### src/rtl/bf_addsub_0.sv
// bf_addsub_0 -- modular add/subtract butterfly back-end.
//
// Completes a Cooley-Tukey butterfly on the reduced product stream coming
// out of the multiply-reduce stage: sum = u + p, diff = u - p (mod q), with
// optional scaling of both results by 2^-1 mod q.
//   Kyber      (mode = 0): two independent 12-bit lanes, q = 3329
//   Dilithium  (mode = 1): one 23-bit lane,               q = 8380417
//
// The u operand arrives together with the multiplier operands, so it rides
// an alignment delay line of MUL_LAT stages to meet p. Two more registered
// stages follow (raw add/sub, then correction/halving), so out_valid is
// in_valid delayed by MUL_LAT + 2 cycles.
//
// Ports
//   clk        rising-edge clock
//   rst        synchronous active-low reset
//   in_valid   u, mode, half valid this cycle
//   u[23:0]    Kyber {uH, uL}; Dilithium u[22:0] (bit 23 ignored)
//   mode       0 = Kyber, 1 = Dilithium
//   half       1 = scale both outputs by 2^-1 mod q
//   p[23:0]    reduced product, sampled MUL_LAT cycles after its in_valid
//   out_valid  sum/diff valid
//   sum[23:0]  (u + p) mod q (optionally halved); bit 23 = 0 in Dilithium
//   diff[23:0] (u - p) mod q (optionally halved); bit 23 = 0 in Dilithium

module bf_addsub_0 #(
   parameter int MUL_LAT = 3
) (
   input  logic        clk,
   input  logic        rst,
   input  logic        in_valid,
   input  logic [23:0] u,
   input  logic        mode,
   input  logic        half,
   input  logic [23:0] p,
   output logic        out_valid,
   output logic [23:0] sum,
   output logic [23:0] diff
);

   localparam logic [12:0] Q_KY      = 13'd3329;
   localparam logic [23:0] Q_DL      = 24'd8380417;
   // (x + q) >> 1 for odd x and odd q equals (x >> 1) + ((q - 1) / 2) + 1
   localparam logic [11:0] HALF_Q_KY = 12'd1665;
   localparam logic [22:0] HALF_Q_DL = 23'd4190209;

   // ------------------------------------------------------------------
   // Alignment delay line: valid shifts every cycle, payload only moves
   // along with a valid item so idle stages keep their old contents.
   // ------------------------------------------------------------------
   logic [MUL_LAT-1:0] dl_valid;
   logic [MUL_LAT-1:0] dl_mode;
   logic [MUL_LAT-1:0] dl_half;
   logic [23:0]        dl_u [MUL_LAT];

   always_ff @(posedge clk) begin
      if (!rst) begin
         dl_valid <= '0;
         dl_mode  <= '0;
         dl_half  <= '0;
         for (int k = 0; k < MUL_LAT; k++) begin
            dl_u[k] <= '0;
         end
      end else begin
         dl_valid[0] <= in_valid;
         if (in_valid) begin
            dl_u[0]    <= u;
            dl_mode[0] <= mode;
            dl_half[0] <= half;
         end
         for (int k = 1; k < MUL_LAT; k++) begin
            dl_valid[k] <= dl_valid[k-1];
            if (dl_valid[k-1]) begin
               dl_u[k]    <= dl_u[k-1];
               dl_mode[k] <= dl_mode[k-1];
               dl_half[k] <= dl_half[k-1];
            end
         end
      end
   end

   logic        al_valid;
   logic        al_mode;
   logic        al_half;
   logic [23:0] al_u;

   assign al_valid = dl_valid[MUL_LAT-1];
   assign al_mode  = dl_mode[MUL_LAT-1];
   assign al_half  = dl_half[MUL_LAT-1];
   assign al_u     = dl_u[MUL_LAT-1];

   // ------------------------------------------------------------------
   // Stage A: raw sums/differences. Both packings are computed every
   // cycle; stage B picks the one matching the item's mode. Kyber lanes
   // are zero-extended separately so nothing crosses bit 12.
   // ------------------------------------------------------------------
   logic [12:0] ks_h, ks_l, kd_h, kd_l;
   logic [23:0] ds, dd;

   assign ks_h = {1'b0, al_u[23:12]} + {1'b0, p[23:12]};
   assign ks_l = {1'b0, al_u[11:0]}  + {1'b0, p[11:0]};
   assign kd_h = {1'b0, al_u[23:12]} - {1'b0, p[23:12]};
   assign kd_l = {1'b0, al_u[11:0]}  - {1'b0, p[11:0]};
   assign ds   = {1'b0, al_u[22:0]}  + {1'b0, p[22:0]};
   assign dd   = {1'b0, al_u[22:0]}  - {1'b0, p[22:0]};

   logic        a_valid;
   logic        a_mode;
   logic        a_half;
   logic [12:0] a_ks_h, a_ks_l, a_kd_h, a_kd_l;
   logic [23:0] a_ds, a_dd;

   always_ff @(posedge clk) begin
      if (!rst) begin
         a_valid <= 1'b0;
         a_mode  <= 1'b0;
         a_half  <= 1'b0;
         a_ks_h  <= '0;
         a_ks_l  <= '0;
         a_kd_h  <= '0;
         a_kd_l  <= '0;
         a_ds    <= '0;
         a_dd    <= '0;
      end else begin
         a_valid <= al_valid;
         if (al_valid) begin
            a_mode <= al_mode;
            a_half <= al_half;
            a_ks_h <= ks_h;
            a_ks_l <= ks_l;
            a_kd_h <= kd_h;
            a_kd_l <= kd_l;
            a_ds   <= ds;
            a_dd   <= dd;
         end
      end
   end

   // ------------------------------------------------------------------
   // Stage B: one conditional correction, then optional halving.
   // Differences are two's complement in the raw width, so the top bit
   // is the "went negative" flag.
   // ------------------------------------------------------------------
   function automatic logic [11:0] ky_fix(input logic [12:0] x_raw,
                                          input logic        is_diff,
                                          input logic        h);
      logic [12:0] x;
      logic [11:0] res;
      if (is_diff) begin
         x = x_raw[12] ? x_raw + Q_KY : x_raw;
      end else begin
         x = (x_raw >= Q_KY) ? x_raw - Q_KY : x_raw;
      end
      if (h) begin
         res = x[12:1] + (x[0] ? HALF_Q_KY : 12'd0);
      end else begin
         res = x[11:0];
      end
      return res;
   endfunction

   function automatic logic [22:0] dl_fix(input logic [23:0] x_raw,
                                          input logic        is_diff,
                                          input logic        h);
      logic [23:0] x;
      logic [22:0] res;
      if (is_diff) begin
         x = x_raw[23] ? x_raw + Q_DL : x_raw;
      end else begin
         x = (x_raw >= Q_DL) ? x_raw - Q_DL : x_raw;
      end
      if (h) begin
         res = x[23:1] + (x[0] ? HALF_Q_DL : 23'd0);
      end else begin
         res = x[22:0];
      end
      return res;
   endfunction

   logic [23:0] b_sum, b_diff;

   always_comb begin
      b_sum  = '0;
      b_diff = '0;
      if (a_mode) begin
         b_sum  = {1'b0, dl_fix(a_ds, 1'b0, a_half)};
         b_diff = {1'b0, dl_fix(a_dd, 1'b1, a_half)};
      end else begin
         b_sum  = {ky_fix(a_ks_h, 1'b0, a_half), ky_fix(a_ks_l, 1'b0, a_half)};
         b_diff = {ky_fix(a_kd_h, 1'b1, a_half), ky_fix(a_kd_l, 1'b1, a_half)};
      end
   end

   always_ff @(posedge clk) begin
      if (!rst) begin
         out_valid <= 1'b0;
         sum       <= '0;
         diff      <= '0;
      end else begin
         out_valid <= a_valid;
         if (a_valid) begin
            sum  <= b_sum;
            diff <= b_diff;
         end
      end
   end

endmodule

### config.mk
export PLATFORM = sky130hd
export DESIGN_NAME = bf_addsub_0
export DESIGN_NICKNAME = d
export VERILOG_FILES = /design/src/rtl/bf_addsub_0.sv
export SDC_FILE = /design/constraint.sdc
export NUM_CORES = 1
export LEC_CHECK = 0
export BUFFER_PORTS_ARGS = -buffer_cell sky130_fd_sc_hd__buf_2
export CAP_MARGIN = 20
export CORE_ASPECT_RATIO = 1.1
export CORE_MARGIN = 10
export CORE_UTILIZATION = 60
export CTS_CLUSTER_DIAMETER = 200
export DETAILED_ROUTE_END_ITERATION = 10
export HOLD_SLACK_MARGIN = 0.06
export PLACE_DENSITY = 0.75
export SLEW_MARGIN = 20
export SYNTH_ARGS = -nofsm -noshare
export SYNTH_HDL_FRONTEND = slang
export SYNTH_SLANG_ARGS = --single-unit
### constraint.sdc
create_clock -name clk -period 6.1 [get_ports clk]
set_input_delay 0.61 -clock clk [delete_from_list [all_inputs] [get_ports clk]]
set_output_delay 0.61 -clock clk [all_outputs]
set_load 0.005 [all_outputs]
==> results of run 1 <==
## worst max-delay path: stages, from the launching register on
cell and delay [ns]:
dfxtp_1 0.31, inv_1 0.20, ha_1 0.35, or4b_1 0.62, or4_1 0.67, a21o_1 0.43, nand2_1 0.17, xnor2_1 0.15
ha_1 0.25, nand2_1 0.07, mux2_2 0.29, nor4_1 0.32, buf_4 0.21, a311oi_1 0.16, o211ai_2 0.31, a2111oi_0 0.14
or3_1 0.40, mux2i_1 0.15, o21ai_1 0.07
## synthesized netlist by cell type, types with 25 or more instances
| cell type | n |
|---|---|
| edfxtp_1 | 72 |
| ha_1 | 93 |
| nand4_1 | 27 |
| nor2b_1 | 92 |
| a31oi_1 | 25 |
| nor3_1 | 55 |
| xnor2_1 | 129 |
| nand3_1 | 56 |
| inv_1 | 79 |
| a21oi_1 | 143 |
| nand2_1 | 147 |
| dfxtp_1 | 135 |
| nand2b_1 | 29 |
| clkbuf_1 | 124 |
| nor2_1 | 223 |
| mux2i_1 | 51 |
| o21ai_0 | 112 |
| xor2_1 | 50 |
| a211oi_1 | 51 |
## metal layers
metal | share of wire (%) | GRT usage, % | up-vias | routed length (µm)
met4 | 3.2 | 8.80 | 2 | 1500
met1 | 42 | 34.5 | 7063 | 20000
met3 | 7.4 | 3.58 | 91 | 3510
met2 | 47 | 44.1 | 570 | 22400
li1 | - | - | 7382 | -
met5 | 0.025 | 0 | - | 12
## kinds of logic after synthesis
group | Yosys count | share of synthesized area (%)
AND/OR/NAND/NOR | 754 | 22.7
multiplexers | 65 | 4.49
XOR/XNOR | 179 | 9.52
adder cells (fa/ha/maj) | 97 | 7.55
flip-flops | 207 | 29.5
AO/OA/AOI/OAI | 529 | 21.1
buffers and inverters | 219 | 5.10
## worst max-delay path by stage
stage	to	depth (start not counted)	slack [ns]
CTS	sum[22]	18	0.73
global route	sum[20]	16	0.30
detailed placement	sum[22]	18	0.75
floorplan	sum[22]	22	0.73
global placement	sum[22]	18	0.77
finish	sum[22]	18	0.71
## power groups by stage
| stage | sequential (W) | combinational, W | clock (W) |
|---|---|---|---|
| 2_1_floorplan | 0.00155 | 0.000577 | 0 |
| 6_report | 0.00156 | 0.000782 | 0.00143 |
| 5_1_grt | 0.00156 | 0.000856 | 0.00151 |
| 3_3_place_gp | 0.00158 | 0.000756 | 0 |
| 3_5_place_dp | 0.00158 | 0.000765 | 0 |
| 4_1_cts | 0.00156 | 0.000770 | 0.00146 |
## sequential cells by signal, summed over array words and instances (netlist names), 3 cells and up
| signal | flops |
|---|---|
| dl_mode | 3 |
| dl_u | 72 |
| a_kd_l | 12 |
| diff | 24 |
| dl_half | 3 |
| a_ds | 12 |
| dl_valid | 3 |
| sum | 24 |
| a_ks_l | 13 |
| a_dd | 12 |
| a_ks_h | 12 |
| a_kd_h | 13 |
## placed cells by master (no fill, tap or decap), drive strengths merged, types with 9 or more instances in the layout
master,n
dfxtp,135
inv,81
buf,124
edfxtp,72
nor2,223
nand3,56
o21a,14
ha,93
o21bai,18
o311ai,12
and3,21
nor4,16
nand3b,9
clkbuf,29
nand2b,29
a211oi,52
mux2i,51
a31oi,25
or3,22
nor2b,92
a21o,21
xor2,50
a21oi,144
nand4,27
nor3,55
o211ai,23
nand2,147
o21ai,113
and2,17
xnor2,129
## through the flow
stage	power (W)	hold slack [ns]	std cells
after floorplan	0.00213	0.449	2050
after global placement	0.00234	0.432	2392
after detailed placement	0.00235	0.446	2392
after CTS	0.00378	0.305	2436
after global routing	0.00393	0.334	2436
final	0.00377	0.320	2436
## area by class of cell
class / count / area share, %
clock buffer: 29 / 3.59
timing repair buffer: 124 / 3.80
multi-input combinational: 1624 / 60.3
inverter: 80 / 1.68
sequential: 207 / 27.3
tap: 357 / 2.50
clock inverter: 15 / 0.792
==> results.py, run 1 <==
metrics = {
    "status": {
        "status": "finished clean",
    },
    "sta": {
        "fin_ws_ns": 0.705,
        "relSlewSlack_pct": 29.8,
        "period_minus_slack_ns": 5.39,
        "grt_setup_unrepaired": "false",
        "final.setup.tns_ns": 0,
        "period_share_pct": 88.4,
        "skew_ns": 0.0116,
        "slew_violations": 0,
        "finalSetupViolations": 0,
        "max_slew.worst_pin.slew_ns": 1.05,
        "final-hold-violation-count": 0,
        "fmax_mhz": 185,
    },
    "cells_and_area": {
        "layout.area.seq_um2": 4870,
        "syn_to_final_growth_pct": 8.44,
        "antenna_cells": 0,
        "finish.utilization_pct": 66.1,
        "nets": 2211,
        "drive_above_1_share_pct": 9.91,
        "fillCellCount": 2375,
        "final_area_um2": 17900,
        "multi_input_area_um2": 10800,
    },
    "die": {
        "die_x_um": 178,
        "die_h_um": 194,
        "start_util_pct": 60.9,
        "io_pins": 102,
        "core_um2": 27000,
        "row_count": 63,
        "die-area_um2": 34500,
    },
    "synthesis": {
        "synth_nets": 2200,
        "synth-async-reset-ratio_pct": 0,
        "yosys_warnings": 0,
        "yosysSeqAreaShare_pct": 29.5,
        "yosys.area.top_type": "dfxtp_1",
        "synth-main-ff-cell": "dfxtp_1",
        "syn_area_per_cell_um2": 8.03,
        "synth.area.top_cells": "dfxtp_1 (16%), edfxtp_1 (13%), ha_1 (7.1%)",
        "synth_top_area_share_pct": 16.4,
        "ys_seq_elements": 207,
        "ys_types": 81,
        "synth_cells": 2050,
        "synth_edf_count": 72,
        "synth.cell_area_um2": 16500,
    },
    "clock_network": {
        "tritoncts": "done",
        "clock_latency_ns": 0.53,
        "numCtsBuffers": 24,
        "post_cts_buffers": 0,
        "cts.reportedPaths.clkPinSlew_ns": 0.06,
        "cts-root-buf": "clkbuf_16",
        "cts.sinks": 207,
        "postCtsHoldBufs": 0,
        "h-tree-depth": 1,
        "cts_buffer_depth": 3,
        "cts_resized": 0,
    },
    "critical_path": {
        "path_class": "flip-flop to flip-flop",
        "reg2regPathDepth": 18,
        "critPathArrivalTime_ns": 5.81,
        "r2r-end": "sum[22]",
        "cp-startpoint": "a_ks_l[0]",
        "worst_ep_required_time_ns": 6.51,
        "reg2reg_from": "a_ks_l[0]",
        "timing.reg2reg.setup_slack_ns": 0.71,
        "crit_fanout": 17,
        "start_kind": "flip-flop",
        "endpoint_kind": "flip-flop",
    },
    "detailed_routing": {
        "drc": 0,
        "postRouteAntennaNets": 0,
        "wl_per_cell_um": 19.5,
        "drt_first_pass_iters": 6,
        "vias": 15100,
        "drt-initial-drc-count": 1291,
        "routed_wl_um": 47500,
        "vias_per_cell": 6.20,
    },
    "hold_path": {
        "min_to": "dl_mode[0]",
        "hold_depth": 3,
        "hold_path.class": "input port to flip-flop",
        "hp-start": "mode",
    },
    "global_route": {
        "grt_use_total_pct": 26.5,
        "grt_pass1_vias": 14300,
        "grt.overflow.total": 0,
        "antenna_found_initial": 1,
        "grt_start_max_net_pins": 96,
        "grt_pass1_wl_um": 75700,
    },
    "place": {
        "pre_cts_ws_ns": 0.748,
        "dp_hpwl_um": 36000,
        "io_buffers": 101,
        "placed_cell_area_um2": 17100,
        "finalWeightedCongestion": 0.972,
    },
    "power": {
        "cellPowerDensity_nw_per_um2": 211,
        "p_int_w": 0.00263,
        "irDropWorstVdd_uv": 249,
        "clockPowerShare_pct": 38.0,
        "switching_power_w": 0.00114,
        "sw_frac_of_total_pct": 30.3,
        "power_leakage_nw": 6.98,
        "power_frac_seq_pct": 41.3,
        "p_comb_share_pct": 20.7,
    },
    "run": {
        "maxCapViolations": 0,
    },
}
No activity file was read; power rests on OpenSTA's default activity.
==> inputs of run 2 (changes only) <==
BUFFER_PORTS_ARGS = default   (was -buffer_cell sky130_fd_sc_hd__buf_2)
DONT_BUFFER_PORTS = 1   (was default)
PLACE_DENSITY = 0.72   (was 0.75)
==> run 2 against run 1 <==
Compared with the run above:
- via count shrank 2.0%
- clock power grew 5%
- final cell count is 4.1% lower
- total power rose by 1.2%
- core utilization decreased by 1.6 points
- first-iteration DRC count down 7.1%
- critical path depth is 1 lower
- worst setup slack got worse by 0.071 ns
- clock-buffer cell count is 4 lower
- register-to-register slack worse by 0.07 ns
- design area decreased by 2.5%
- combinational power fell by 2.7%
- largest cell class unchanged
- highest routed layer is now met4
==> results.py, run 2 (synthesized netlist as in run 1, its figures left out) <==
metrics = {
    "power": {
        "irDropWorstVdd_uv": 241,
        "clockPowerShare_pct": 39.3,
        "sw_frac_of_total_pct": 30.3,
        "p_comb_share_pct": 19.9,
        "switching_power_w": 0.00116,
        "p_int_w": 0.00266,
        "power_leakage_nw": 6.54,
        "cellPowerDensity_nw_per_um2": 219,
        "power_frac_seq_pct": 40.8,
    },
    "critical_path": {
        "cp_num_buf_inv": 2,
        "cp.depth": 17,
        "reg2regPathDepth": 17,
        "path_delay_family": "compound AO/OA/AOI/OAI gates",
        "cpMaxStageDelayCell": "or4_1",
        "worst_ep_required_time_ns": 6.58,
        "cp_slowest_stage_delay_ns": 0.68,
        "path_cells": "inv_1, ha_1, or4b_1, or4_1, a211oi_1, nor2_1, ha_1, inv_1, a211o_1, o221a_2, o21ai_0, a311oi_1, o211ai_2, a2111oi_2, a31oi_1, a211oi_1, o221a_2",
        "endpoint_kind": "flip-flop",
        "path_class": "flip-flop to flip-flop",
        "critPathArrivalTime_ns": 5.95,
        "start_kind": "flip-flop",
        "crit_fanout": 8,
    },
    "sta": {
        "fin_ws_ns": 0.634,
        "slew_violations": 0,
        "period_minus_slack_ns": 5.47,
        "skew_ns": 0.0149,
        "fmax_mhz": 183,
        "relSlewSlack_pct": 31.4,
        "grt_setup_unrepaired": "false",
        "finalSetupViolations": 0,
        "final.setup.tns_ns": 0,
        "max_slew.worst_pin.slew_ns": 1.03,
        "period_share_pct": 89.6,
        "final-hold-violation-count": 0,
    },
    "hold_path": {
        "hold_path.class": "input port to flip-flop",
        "hold_depth": 1,
    },
    "detailed_routing": {
        "routed_wl_um": 48200,
        "wl_per_cell_um": 20.6,
        "drc": 0,
        "drt-initial-drc-count": 1199,
        "postRouteAntennaNets": 0,
        "vias_per_cell": 6.34,
        "drt_first_pass_iters": 6,
        "vias": 14800,
    },
    "die": {
        "die_x_um": 178,
        "die-area_um2": 34500,
        "die_h_um": 194,
        "row_count": 63,
        "io_pins": 102,
        "start_util_pct": 60.9,
        "core_um2": 27000,
    },
    "global_route": {
        "grt.overflow.total": 0,
        "grt_pass1_vias": 14100,
        "grt_pass1_wl_um": 76000,
        "grt_start_max_net_pins": 95,
        "antenna_found_initial": 0,
        "grt_use_total_pct": 26.9,
    },
    "cells_and_area": {
        "antenna_cells": 0,
        "largest_register_ffs": 72,
        "largest_registers": "dl_u: 72 flops, diff: 24 flops, sum: 24 flops",
        "final_common_cell": "nor2_1",
        "layout_common_cells": "nor2_1 (223), nand2_1 (147), a21oi_1 (143)",
        "multi_input_area_um2": 10800,
        "drive_above_1_share_pct": 5.71,
        "syn_to_final_growth_pct": 5.76,
        "nets": 2113,
        "layout.area.seq_um2": 4870,
        "fillCellCount": 2390,
        "regMostFlops": "dl_u",
    },
    "clock_network": {
        "numCtsBuffers": 24,
        "cts-root-buf": "clkbuf_16",
        "cts_resized": 0,
        "post_cts_buffers": 0,
        "cts.sinks": 207,
        "h-tree-depth": 1,
        "cts_buffer_depth": 3,
        "clock_latency_ns": 0.54,
        "cts.reportedPaths.clkPinSlew_ns": 0.07,
        "postCtsHoldBufs": 0,
        "tritoncts": "done",
    },
    "place": {
        "pre_cts_ws_ns": 0.775,
        "dp_hpwl_um": 36500,
        "io_buffers": 0,
        "finalWeightedCongestion": 0.954,
    },
    "status": {
        "status": "finished clean",
    },
    "run": {
        "maxCapViolations": 0,
    },
}
==> run 2: power groups by stage <==
stage               logic, W  registers, W  clock network (W)
global placement    0.000734       0.00158                  0
finish              0.000761       0.00156            0.00150
detailed placement  0.000743       0.00159                  0
floorplan           0.000577       0.00155                  0
global route        0.000832       0.00157            0.00156
CTS                 0.000747       0.00156            0.00151
==> run 2: path summary, 6_finish.rpt <==
path / startpoint / to / slack (ns)
max: a_ks_l[0] / sum[20] / 0.63
min: rst / diff[14] / 0.22
max reg2reg: a_ks_l[0] / sum[20] / 0.63
min reg2reg: a_dd[16] / a_dd[16] / 0.49
==> run 2: per-stage QoR <==
step           utilization, %  cells  total power, W  hold slack [ns]  cell area (µm²)
2_1_floorplan               -   2050         0.00213            0.449            16500
3_3_place_gp             61.3   2294         0.00232            0.473            16600
3_5_place_dp             61.3   2294         0.00233            0.482            16600
4_1_cts                  64.4   2337         0.00382            0.204            17400
5_1_grt                  64.4   2337         0.00396            0.218            17400
6_report                 64.4   2337         0.00382            0.225            17400
==> run 2: layer usage <==
layer | up-vias | part of all wire, % | GRT usage, %
li1 | 7189 | - | -
met4 | 0 | 3.8 | 10.3
met2 | 553 | 46 | 43.9
met5 | - | 0 | 0
met1 | 6956 | 42 | 34.8
met3 | 113 | 7.4 | 4.21
==> run 2: final cells by class <==
class                           instances  share of cell area (%)
Timing Repair Buffer                   26                    1.12
Multi-Input combinational cell       1624                    61.9
Clock inverter                         18                    1.14
Inverter                               80                    1.72
Tap cell                              357                    2.56
Sequential cell                       207                    28.0
Clock buffer                           25                    3.59
